<file path="config.mk">
export PLATFORM = sky130hd
export DESIGN_NAME = alu_issue_flat
export DESIGN_NICKNAME = d
export VERILOG_FILES = /design/src/rtl/riscv_pkg.sv /design/src/rtl/alu_issue_if.sv /design/src/rtl/alu_issue_decode.sv /design/src/rtl/alu_issue.sv /design/src/flat_wrapper.sv
export SDC_FILE = /design/constraint.sdc
export NUM_CORES = 1
export LEC_CHECK = 0
export CAP_MARGIN = 0
export CORE_MARGIN = 3
export CORE_UTILIZATION = 40
export DETAILED_ROUTE_END_ITERATION = 6
export GPL_ROUTABILITY_DRIVEN = 0
export PLACE_DENSITY = 0.76
export SLEW_MARGIN = 20
export SYNTH_ARGS = -nofsm -noshare
export SYNTH_HDL_FRONTEND = slang
export SYNTH_SLANG_ARGS = --single-unit
</file>
<file path="constraint.sdc">
create_clock -name clk -period 5.17 [get_ports clk]
set_clock_uncertainty 0.2 [all_clocks]
set_input_delay 1.034 -clock clk [delete_from_list [all_inputs] [get_ports clk]]
set_output_delay 1.034 -clock clk [all_outputs]
set_load 0.03 [all_outputs]
</file>
<file path="src/rtl/riscv_pkg.sv">
// Shared RV32 constants and the issue-slot bundle for the ALU issue stage.
// Optional ALU_ISSUE_M_EXT_EN admits MUL/DIV/REM encodings at decode.
package riscv_pkg;

    localparam int XLEN = 32;

    localparam logic [6:0] OPC_OP    = 7'b0110011;
    localparam logic [6:0] OPC_OPIMM = 7'b0010011;

    localparam logic [6:0] F7_BASE   = 7'b0000000;
    localparam logic [6:0] F7_ALT    = 7'b0100000;
    localparam logic [6:0] F7_MULDIV = 7'b0000001;

    localparam logic [2:0] F3_ADD = 3'b000;
    localparam logic [2:0] F3_SLL = 3'b001;
    localparam logic [2:0] F3_SR  = 3'b101;
    localparam logic [2:0] F3_MUL = 3'b000;
    localparam logic [2:0] F3_DIV = 3'b100;
    localparam logic [2:0] F3_REM = 3'b110;

    typedef struct packed {
        logic [XLEN-1:0] op1;
        logic [XLEN-1:0] op2;
        logic [6:0]      opcode;
        logic [2:0]      funct3;
        logic [6:0]      funct7;
        logic [4:0]      rd;
        logic [4:0]      rs1;
        logic [4:0]      rs2;
        logic            illegal;
    } issue_slot_t;

endpackage

</file>
<file path="src/rtl/alu_issue_if.sv">
// Fetch-in / execute-out handshake bundle of the ALU issue stage.
// slave is the issue stage, master is the surrounding pipeline.
interface alu_issue_if #(
    parameter int WIDTH = 32
);
    logic             in_valid;
    logic             in_ready;
    logic [31:0]      instr;
    logic             out_valid;
    logic             out_ready;
    logic [WIDTH-1:0] op1;
    logic [WIDTH-1:0] op2;
    logic [6:0]       opcode;
    logic [2:0]       funct3;
    logic [6:0]       funct7;
    logic [4:0]       rd;
    logic             illegal;

    modport slave (
        input  in_valid, instr, out_ready,
        output in_ready, out_valid, op1, op2,
        output opcode, funct3, funct7, rd, illegal
    );

    modport master (
        output in_valid, instr, out_ready,
        input  in_ready, out_valid, op1, op2,
        input  opcode, funct3, funct7, rd, illegal
    );
endinterface

</file>
<file path="src/rtl/alu_issue_decode.sv">
// Combinational legality check, immediate/shamt build and op2 select.
// ALU_ISSUE_M_EXT_EN makes MUL/DIV/REM (funct7 0000001) legal.
module alu_issue_decode
    import riscv_pkg::*;
#(
    parameter int WIDTH = 32
) (
    input  logic [6:0]       i_opcode,
    input  logic [2:0]       i_funct3,
    input  logic [11:0]      i_imm12,
    input  logic [WIDTH-1:0] i_rs1_val,
    input  logic [WIDTH-1:0] i_rs2_val,
    output logic [WIDTH-1:0] o_op1,
    output logic [WIDTH-1:0] o_op2,
    output logic [6:0]       o_funct7,
    output logic             o_illegal
);
    localparam int SHW = $clog2(WIDTH);

    logic [6:0]       w_f7;
    logic [WIDTH-1:0] w_shamt;
    logic [WIDTH-1:0] w_imm;
    logic             w_is_op;
    logic             w_is_opimm;
    logic             w_is_shift;
    logic             w_alt_ok;
    logic             w_mext_ok;

    assign w_f7       = i_imm12[11:5];
    assign w_shamt    = {{(WIDTH-SHW){1'b0}}, i_imm12[SHW-1:0]};
    assign w_imm      = {{(WIDTH-12){i_imm12[11]}}, i_imm12};
    assign w_is_op    = (i_opcode == OPC_OP);
    assign w_is_opimm = (i_opcode == OPC_OPIMM);
    assign w_is_shift = (i_funct3 == F3_SLL) || (i_funct3 == F3_SR);
    assign w_alt_ok   = (i_funct3 == F3_ADD) || (i_funct3 == F3_SR);

`ifdef ALU_ISSUE_M_EXT_EN
    assign w_mext_ok = (w_f7 == F7_MULDIV) &&
                       ((i_funct3 == F3_MUL) ||
                        (i_funct3 == F3_DIV) ||
                        (i_funct3 == F3_REM));
`else
    assign w_mext_ok = 1'b0;
`endif

    always_comb begin
        o_op1     = '0;
        o_op2     = '0;
        o_funct7  = w_f7;
        o_illegal = 1'b1;
        unique case (1'b1)
            w_is_op: begin
                o_op1     = i_rs1_val;
                o_op2     = i_rs2_val;
                o_illegal = !((w_f7 == F7_BASE) ||
                              ((w_f7 == F7_ALT) && w_alt_ok) ||
                              w_mext_ok);
            end
            w_is_opimm: begin
                o_op1 = i_rs1_val;
                if (w_is_shift) begin
                    o_op2     = w_shamt;
                    o_illegal = !((w_f7 == F7_BASE) ||
                                  ((w_f7 == F7_ALT) &&
                                   (i_funct3 == F3_SR)));
                end else begin
                    // upper imm bits are not a funct7 here
                    o_op2     = w_imm;
                    o_funct7  = F7_BASE;
                    o_illegal = 1'b0;
                end
            end
            default: ;
        endcase
    end
endmodule

</file>
<file path="src/rtl/alu_issue.sv">
// Issue stage: reads/forwards operands and holds one decoded ALU op
// in a valid/ready slot. ALU_ISSUE_M_EXT_EN enables M-extension ops.
module alu_issue
    import riscv_pkg::*;
#(
    parameter int WIDTH = 32,
    parameter int NREGS = 32
) (
    input  logic                     clk,
    input  logic                     rst,
    alu_issue_if.slave               bus,
    output logic [$clog2(NREGS)-1:0] rs1_addr,
    output logic [$clog2(NREGS)-1:0] rs2_addr,
    input  logic [WIDTH-1:0]         rs1_data,
    input  logic [WIDTH-1:0]         rs2_data,
    input  logic                     wb_en,
    input  logic [$clog2(NREGS)-1:0] wb_rd,
    input  logic [WIDTH-1:0]         wb_data,
    input  logic                     flush,
    output logic [31:0]              issue_count
);
    localparam int AW = $clog2(NREGS);

    issue_slot_t      r_slot;
    logic             r_valid;
    logic [31:0]      r_count;

    logic [WIDTH-1:0] w_rs1_val;
    logic [WIDTH-1:0] w_rs2_val;
    logic [WIDTH-1:0] w_dec_op1;
    logic [WIDTH-1:0] w_dec_op2;
    logic [6:0]       w_dec_f7;
    logic             w_dec_ill;
    logic             w_in_ready;
    logic             w_load;
    logic             w_fire;
    logic             w_wb_any;
    logic             w_hit1;
    logic             w_hit2;
    logic             w_has_rs1;
    logic             w_has_rs2;
    issue_slot_t      w_next;

    assign rs1_addr = bus.instr[15 +: AW];
    assign rs2_addr = bus.instr[20 +: AW];

    // x0 always reads zero, even against a same-cycle writeback
    assign w_rs1_val = (rs1_addr == '0) ? '0 :
                       (wb_en && wb_rd == rs1_addr) ? wb_data : rs1_data;
    assign w_rs2_val = (rs2_addr == '0) ? '0 :
                       (wb_en && wb_rd == rs2_addr) ? wb_data : rs2_data;

    alu_issue_decode #(
        .WIDTH(WIDTH)
    ) u_decode (
        .i_opcode (bus.instr[6:0]),
        .i_funct3 (bus.instr[14:12]),
        .i_imm12  (bus.instr[31:20]),
        .i_rs1_val(w_rs1_val),
        .i_rs2_val(w_rs2_val),
        .o_op1    (w_dec_op1),
        .o_op2    (w_dec_op2),
        .o_funct7 (w_dec_f7),
        .o_illegal(w_dec_ill)
    );

    always_comb begin
        w_next         = '0;
        w_next.op1     = XLEN'(w_dec_op1);
        w_next.op2     = XLEN'(w_dec_op2);
        w_next.opcode  = bus.instr[6:0];
        w_next.funct3  = bus.instr[14:12];
        w_next.funct7  = w_dec_f7;
        w_next.rd      = bus.instr[11:7];
        w_next.rs1     = bus.instr[19:15];
        w_next.rs2     = bus.instr[24:20];
        w_next.illegal = w_dec_ill;
    end

    assign w_in_ready = !r_valid || bus.out_ready;
    assign w_load     = bus.in_valid && w_in_ready && !flush;
    assign w_fire     = r_valid && bus.out_ready && !flush;

    // operands of a held op track later writebacks to its sources
    assign w_wb_any  = wb_en && (wb_rd != '0);
    assign w_has_rs2 = (r_slot.opcode == OPC_OP);
    assign w_has_rs1 = w_has_rs2 || (r_slot.opcode == OPC_OPIMM);
    assign w_hit1    = w_wb_any && w_has_rs1 &&
                       (5'(wb_rd) == r_slot.rs1);
    assign w_hit2    = w_wb_any && w_has_rs2 &&
                       (5'(wb_rd) == r_slot.rs2);

    always_ff @(posedge clk) begin
        if (rst) begin
            r_slot  <= '0;
            r_valid <= 1'b0;
            r_count <= '0;
        end else begin
            if (w_fire) begin
                r_count <= r_count + 32'd1;
            end
            if (flush) begin
                r_valid <= 1'b0;
            end else if (w_load) begin
                r_valid <= 1'b1;
                r_slot  <= w_next;
            end else if (bus.out_ready) begin
                r_valid <= 1'b0;
            end else if (r_valid) begin
                if (w_hit1) r_slot.op1 <= XLEN'(wb_data);
                if (w_hit2) r_slot.op2 <= XLEN'(wb_data);
            end
        end
    end

    assign bus.in_ready  = w_in_ready;
    assign bus.out_valid = r_valid;
    assign bus.op1       = WIDTH'(r_slot.op1);
    assign bus.op2       = WIDTH'(r_slot.op2);
    assign bus.opcode    = r_slot.opcode;
    assign bus.funct3    = r_slot.funct3;
    assign bus.funct7    = r_slot.funct7;
    assign bus.rd        = r_slot.rd;
    assign bus.illegal   = r_slot.illegal;
    assign issue_count   = r_count;
endmodule

</file>
<file path="src/flat_wrapper.sv">
// flat-port wrapper written by rule: the top's interface ports become plain ports
module alu_issue_flat import riscv_pkg::*;
#(
    parameter int WIDTH = 32,
    parameter int NREGS = 32
)
  (clk, rst, rs1_addr, rs2_addr, rs1_data, rs2_data, wb_en, wb_rd, wb_data, flush, issue_count, bus_in_valid, bus_instr, bus_out_ready, bus_in_ready, bus_out_valid, bus_op1, bus_op2, bus_opcode, bus_funct3, bus_funct7, bus_rd, bus_illegal);
  alu_issue_if #(.WIDTH(WIDTH)) bus_i ();
  input  logic clk;
  input  logic rst;
  output logic [$clog2(NREGS)-1:0] rs1_addr;
  output logic [$clog2(NREGS)-1:0] rs2_addr;
  input  logic [WIDTH-1:0] rs1_data;
  input  logic [WIDTH-1:0] rs2_data;
  input  logic wb_en;
  input  logic [$clog2(NREGS)-1:0] wb_rd;
  input  logic [WIDTH-1:0] wb_data;
  input  logic flush;
  output logic [31:0] issue_count;
  input wire logic [$bits(bus_i.in_valid)-1:0] bus_in_valid;
  input wire logic [$bits(bus_i.instr)-1:0] bus_instr;
  input wire logic [$bits(bus_i.out_ready)-1:0] bus_out_ready;
  output wire logic [$bits(bus_i.in_ready)-1:0] bus_in_ready;
  output wire logic [$bits(bus_i.out_valid)-1:0] bus_out_valid;
  output wire logic [$bits(bus_i.op1)-1:0] bus_op1;
  output wire logic [$bits(bus_i.op2)-1:0] bus_op2;
  output wire logic [$bits(bus_i.opcode)-1:0] bus_opcode;
  output wire logic [$bits(bus_i.funct3)-1:0] bus_funct3;
  output wire logic [$bits(bus_i.funct7)-1:0] bus_funct7;
  output wire logic [$bits(bus_i.rd)-1:0] bus_rd;
  output wire logic [$bits(bus_i.illegal)-1:0] bus_illegal;
  assign bus_i.in_valid = bus_in_valid;
  assign bus_i.instr = bus_instr;
  assign bus_i.out_ready = bus_out_ready;
  assign bus_in_ready = bus_i.in_ready;
  assign bus_out_valid = bus_i.out_valid;
  assign bus_op1 = bus_i.op1;
  assign bus_op2 = bus_i.op2;
  assign bus_opcode = bus_i.opcode;
  assign bus_funct3 = bus_i.funct3;
  assign bus_funct7 = bus_i.funct7;
  assign bus_rd = bus_i.rd;
  assign bus_illegal = bus_i.illegal;
  alu_issue #(.WIDTH(WIDTH), .NREGS(NREGS)) u_core (.clk(clk), .rst(rst), .bus(bus_i), .rs1_addr(rs1_addr), .rs2_addr(rs2_addr), .rs1_data(rs1_data), .rs2_data(rs2_data), .wb_en(wb_en), .wb_rd(wb_rd), .wb_data(wb_data), .flush(flush), .issue_count(issue_count));
endmodule
</file>
# Word level (Yosys, flattened, before mapping)
# Index checks and enable logic that the tools add are counted.
[word_totals] ff_bits=130 inputBits=139 out_inout_bits=131 word_cells=80
[classes] add_sub_neg=1 eq_ne=12 muxes=18 bitwise_logic=1 reduce_logical=37
[op_table] operator="two-way mux 32 bit" n=8
[op_table] operator="two-way mux 64 bit" n=3
[op_table] operator="one-hot mux 32 bit (2 select lines)" n=1
[op_table] operator="adder 32 x 1 -> 32 bit (second input constant)" n=1
[op_table] operator="equality test 7 x 6 -> 1 bit (second input constant)" n=3
[op_table] operator="equality test 5 bit" n=4
[op_table] operator="equality test 7 x 5 -> 1 bit (second input constant)" n=2
[op_table] operator="two-way mux 7 bit" n=2
[op_table] operator="logical AND 1 bit" n=13
[op_table] operator="logical NOT 5 bit" n=2
[op_table] operator="AND reduction 4 bit" n=2
[op_table] operator="nonzero test 2 bit" n=4
[op_table] operator="logical NOT 7 bit" n=1
[op_table] operator="logical OR 1 bit" n=6
[op_table] operator="nonzero test 5 bit" n=1
[op_table] operator="logical NOT 1 bit" n=4
[op_table] operator="OR reduction 2 bit" n=2
[op_table] operator="equality test 3 x 1 -> 1 bit (second input constant)" n=1
[op_table] operator="equality test 3 bit (second input constant)" n=1
[op_table] operator="logical NOT 3 bit" n=1
[op_table] operator="two-way mux 1 bit" n=3
[op_table] operator="inequality test 2 x 1 -> 1 bit (second input constant)" n=1
[op_table] operator="one-hot mux 1 bit (2 select lines)" n=1
[op_table] operator="AND reduction 2 bit" n=1
[op_table] operator="NOT 1 bit" n=1

# Logic depth before layout (Yosys ltp)
[depth] ltp_word=8 depth_mapped=10 ltp_nobuf=7

# Modules after synthesis
# From an unflattened synthesis, not the netlist that was laid out.
[unflattened] cells_unflattened=1055 area_unflattened_um2=8290.5
[modules_own_cells] mod="alu_issue" n_inst=1 cells_per_inst=919 area_each_um2=7521.0 seq_area_each_um2=2602.5
[modules_own_cells] mod="alu_issue_decode" n_inst=1 cells_per_inst=136 area_each_um2=769.5 seq_area_each_um2=0.0

# Worst setup path after synthesis
# OpenSTA, ideal clock, no wires.
[synth_path] path_kind="input to register" from="in bus_instr[20]" to="reg u_core.bus.op2[29] (netlist name)" setup_time_ns=0.134 arrival_time_ns=2.609 t_required_ns=4.836 slack_ns=2.228 path_stages=7 n_path_buf=1 path_cell_list="or4_1 -> or3b_1 -> nand3_2 -> nor2_2 -> a32oi_2 -> buf_6 -> a311oi_2"
[synth_via] elab_chain_len=6 word_cells_on_any_way=7 classes_between="1 x eq/ne; 4 x mux; 2 x reduce/logical"
[synth_lines] element="start, declared" line="flat_wrapper.sv:21" text="input wire logic [$bits(bus_i.instr)-1:0] bus_instr;"
[synth_lines] element="equality test 5 bit" line="alu_issue.sv:51" text="(wb_en && wb_rd == rs2_addr) ? wb_data : rs2_data;"
[synth_lines] element="logical AND 1 bit" line="alu_issue.sv:51"
[synth_lines] element="two-way mux 32 bit" line="alu_issue.sv:51"
[synth_lines] element="two-way mux 32 bit *" line="alu_issue.sv:50" text="assign w_rs2_val = (rs2_addr == '0) ? '0 :"
[synth_lines] element="one-hot mux 32 bit (2 select lines) *" line="alu_issue_decode.sv:51" text="unique case (1'b1)"
[synth_lines] element="two-way mux 64 bit *" line="alu_issue.sv:104" text="end else if (w_load) begin"
# Every way passes the cells marked *; elsewhere a longest branch is shown, timed or not.
# A chain may end at the register's enable or synchronous reset.

# Worst setup path after layout
[layout_path] from="in bus_out_ready" to="out bus_in_ready"
[layout_via] elab_chain_len=1
[layout_lines] element="start, declared" line="flat_wrapper.sv:22" text="input wire logic [$bits(bus_i.out_ready)-1:0] bus_out_ready;"
[layout_lines] element="logical OR 1 bit" line="alu_issue.sv:80" text="assign w_in_ready = !r_valid || bus.out_ready;"
[layout_lines] element="end, declared" line="flat_wrapper.sv:23" text="output wire logic [$bits(bus_i.in_ready)-1:0] bus_in_ready;"
# Every way passes these cells.

==> metrics.cfg <==
[run_status]
run_status = complete, no violations

[cells_and_area]
area_growth_syn_to_layout_pct = 40.4
layout.core_utilization_pct = 57.5
drive_above_1_share_pct = 8.13
nets = 1111
antennaDiodeCount = 0

[clocking]
clock_tree.htree_level_count = 4
cts_tree = done
clkSlewWorstSetupHoldPaths_ps = 50
cts_resized = 0
ctsRootBufferMaster = sky130_fd_sc_hd__clkbuf_16
cts_sink_cnt = 130
post-cts-setup-buffers = 0
ctsLongestPathBuffers = 2
numCtsBuffers = 17
post_cts_hold_buffer_count = 0
clk-insertion-delay-late_ps = 410

[global_route]
number_of_antenna_violations_at_the_first_check_in_global_routing = 0
first_global_vias = 6066
gr-total-overflow = 0
first_pass_grt_wire_length_um = 33100
grt_use_total_pct = 22.7
grt_start_max_net_pins = 54

[timing]
max_freq_ghz = 0.267
totalNegativeSetupSlack_ps = 0
period_minus_slack_ps = 3750
finalHoldViolCount = 0
final_count_of_pins_violating_max_slew = 0
timing.slew.headroom_pct = 38.6
final-setup-viol-count = 0
final_cycle_share_pct = 72.5
worst_slew_pin_slew_ps = 914
rsz0062_at_grt = no
setup_ws_ps = 1420

[critical_path]
largest_fanout_of_any_net_on_the_critical_path = 4
cp.arrival_ps = 2510
critical_path.startpoint_type = primary input
cp_common_cell = sky130_fd_sc_hd__clkdlybuf4s50_1
crit_path_required_time_ps = 3940
timing.critical_path.slowest_stage_cell = sky130_fd_sc_hd__clkdlybuf4s50_1
list_of_cells_traversed_by_the_critical_path = clkdlybuf4s50_1 > nor2b_1 > inv_1 > clkdlybuf4s50_1
setup.worst_path.class = in -> out
crit_path_max_incr_delay_ps = 620
cp-end-kind = primary output

[power_and_ir_drop]
p_total_w = 0.00290
worst_ir_drop_vdd_mv = 0.228
lkg_pwr_nw = 3.28
pwr_density_cell_nw_per_um2 = 304

[die]
rows = 47
die_x_um = 136
effective_utilization_at_floorplan_pct = 40.9
die-height_um = 136
core_area_um2 = 16600
fp.dieArea_um2 = 18600
io-pin-count = 270

[drt]
routed_via_density = 5.30
drc = 0
routed_wirelength_um = 21700
drtIter0Drc = 393
detail-route-antenna-nets = 0
drt_first_pass_iters = 5
routed-via-count = 6379
post_drt_wl_per_cell_um = 18.1

[logic_synthesis]
post_synth.cell_area_avg_um2 = 8.30
number_of_synthesized_flops_with_an_enable_pin = 0
ys_async_sr_fraction_pct = 0
syn_inst = 821
synth.ff_latch_count = 130
postSynth.topFlopCell = sky130_fd_sc_hd__dfxtp_1
ys_warns = 0
synth.distinct_cells = 58
post_syn_nets = 961
synth-seq-area-share_pct = 38.2
syn-cell-area_um2 = 6810

[min_path]
min_path_type = reg -> reg

[placement]
place_ws_ps = 1310
io_buffer_count = 269
hpwl_after_detailed_placement_um = 16300

[flow_run]
timing.max_cap.violations = 0

==> registers in the layout, indices dropped and copies added (netlist names) <==
register              flops
u_core.bus.funct3         3
u_core.bus.funct7         7
u_core.bus.illegal        1
u_core.bus.op1           32
u_core.bus.op2           32
u_core.bus.opcode         7
u_core.bus.out_valid      1
u_core.bus.rd             5
u_core.issue_count       32
u_core.r_slot            10
==> metal layers <==
metal	part of all wire, %	global-route usage (%)
met2	49	36.8
met5	0	0
met3	5.7	5.26
met4	2.4	6.94
met1	43	30.0
==> synthesized netlist by cell type, types with 20 or more instances <==
| cell type | count | area [um^2] |
|---|---|---|
| sky130_fd_sc_hd__a211oi_2 | 20 | 250 |
| sky130_fd_sc_hd__a21oi_1 | 37 | 185 |
| sky130_fd_sc_hd__a221oi_1 | 32 | 280 |
| sky130_fd_sc_hd__a22oi_1 | 27 | 203 |
| sky130_fd_sc_hd__buf_4 | 96 | 721 |
| sky130_fd_sc_hd__clkbuf_1 | 33 | 124 |
| sky130_fd_sc_hd__dfxtp_1 | 130 | 2600 |
| sky130_fd_sc_hd__nand2_1 | 73 | 274 |
| sky130_fd_sc_hd__nor2_1 | 116 | 435 |
| sky130_fd_sc_hd__nor3_1 | 48 | 240 |
| sky130_fd_sc_hd__o21ai_0 | 21 | 105 |
| sky130_fd_sc_hd__xnor2_1 | 31 | 272 |
==> final timing paths <==
path / slack [ps] / to / cells after the start / start
min: 250 / u_core.bus.funct3[2] / 2 / u_core.bus.funct3[2]
max reg2reg: 2410 / u_core.bus.op2[29] / 7 / u_core.bus.opcode[4]
max: 1420 / bus_in_ready / 4 / bus_out_ready
min reg2reg: 250 / u_core.bus.funct3[2] / 2 / u_core.bus.funct3[2]
==> power breakdown <==
group | leakage (nW) | total (W) | internal, W | switching, W
sequential | 1.06 | 0.00107 | 0.00105 | 0.0000255
combinational | 1.91 | 0.000514 | 0.000239 | 0.000275
clock | 0.304 | 0.00131 | 0.000857 | 0.000457
==> area by class of cell <==
cell class	instances	area, um^2
clock buffers	19	433
repair buffers	283	2800
well taps	220	275
flip-flops and latches	130	2600
inverters	9	33.8
multi-input cells	530	3210
fillers	1520	7080
clock inverters	13	209
==> per-stage QoR <==
step	hold WS, ps	instances	instance area (um^2)
global placement	242	1172	8920
global route	264	1204	9560
finish	254	1204	9560
CTS	254	1204	9560
detailed placement	246	1172	8920
floorplan	237	821	6810
==> cells by family after synthesis <==
logic type               synth area share [%]
adder cells (fa/ha/maj)                 0.184
buffers and inverters                    15.0
AO/OA/AOI/OAI                            19.4
XOR/XNOR                                 6.43
AND/OR/NAND/NOR                          20.7
flip-flops                               38.2
==> critical path: cells and delay by family <==
kind | cells | cell delay, ps
buffers and inverters | 3 | 1180
and+or+nand+nor | 1 | 300
==> cells in the final DEF (no fill, tap or decap), drive strengths merged, types with 6 or more instances in the layout <==
master         count
dfxtp            130
a21oi             37
a22oi             27
nand2             74
xnor2             31
inv               10
nor3              49
a221oi            32
a21o               7
xor2              19
buf               15
o21ai             25
clkbuf            19
nor2             118
nand4             13
a311oi             6
a211oi            27
clkdlybuf4s50    268
nand3             18
No activity file was read; power rests on OpenSTA's default activity.
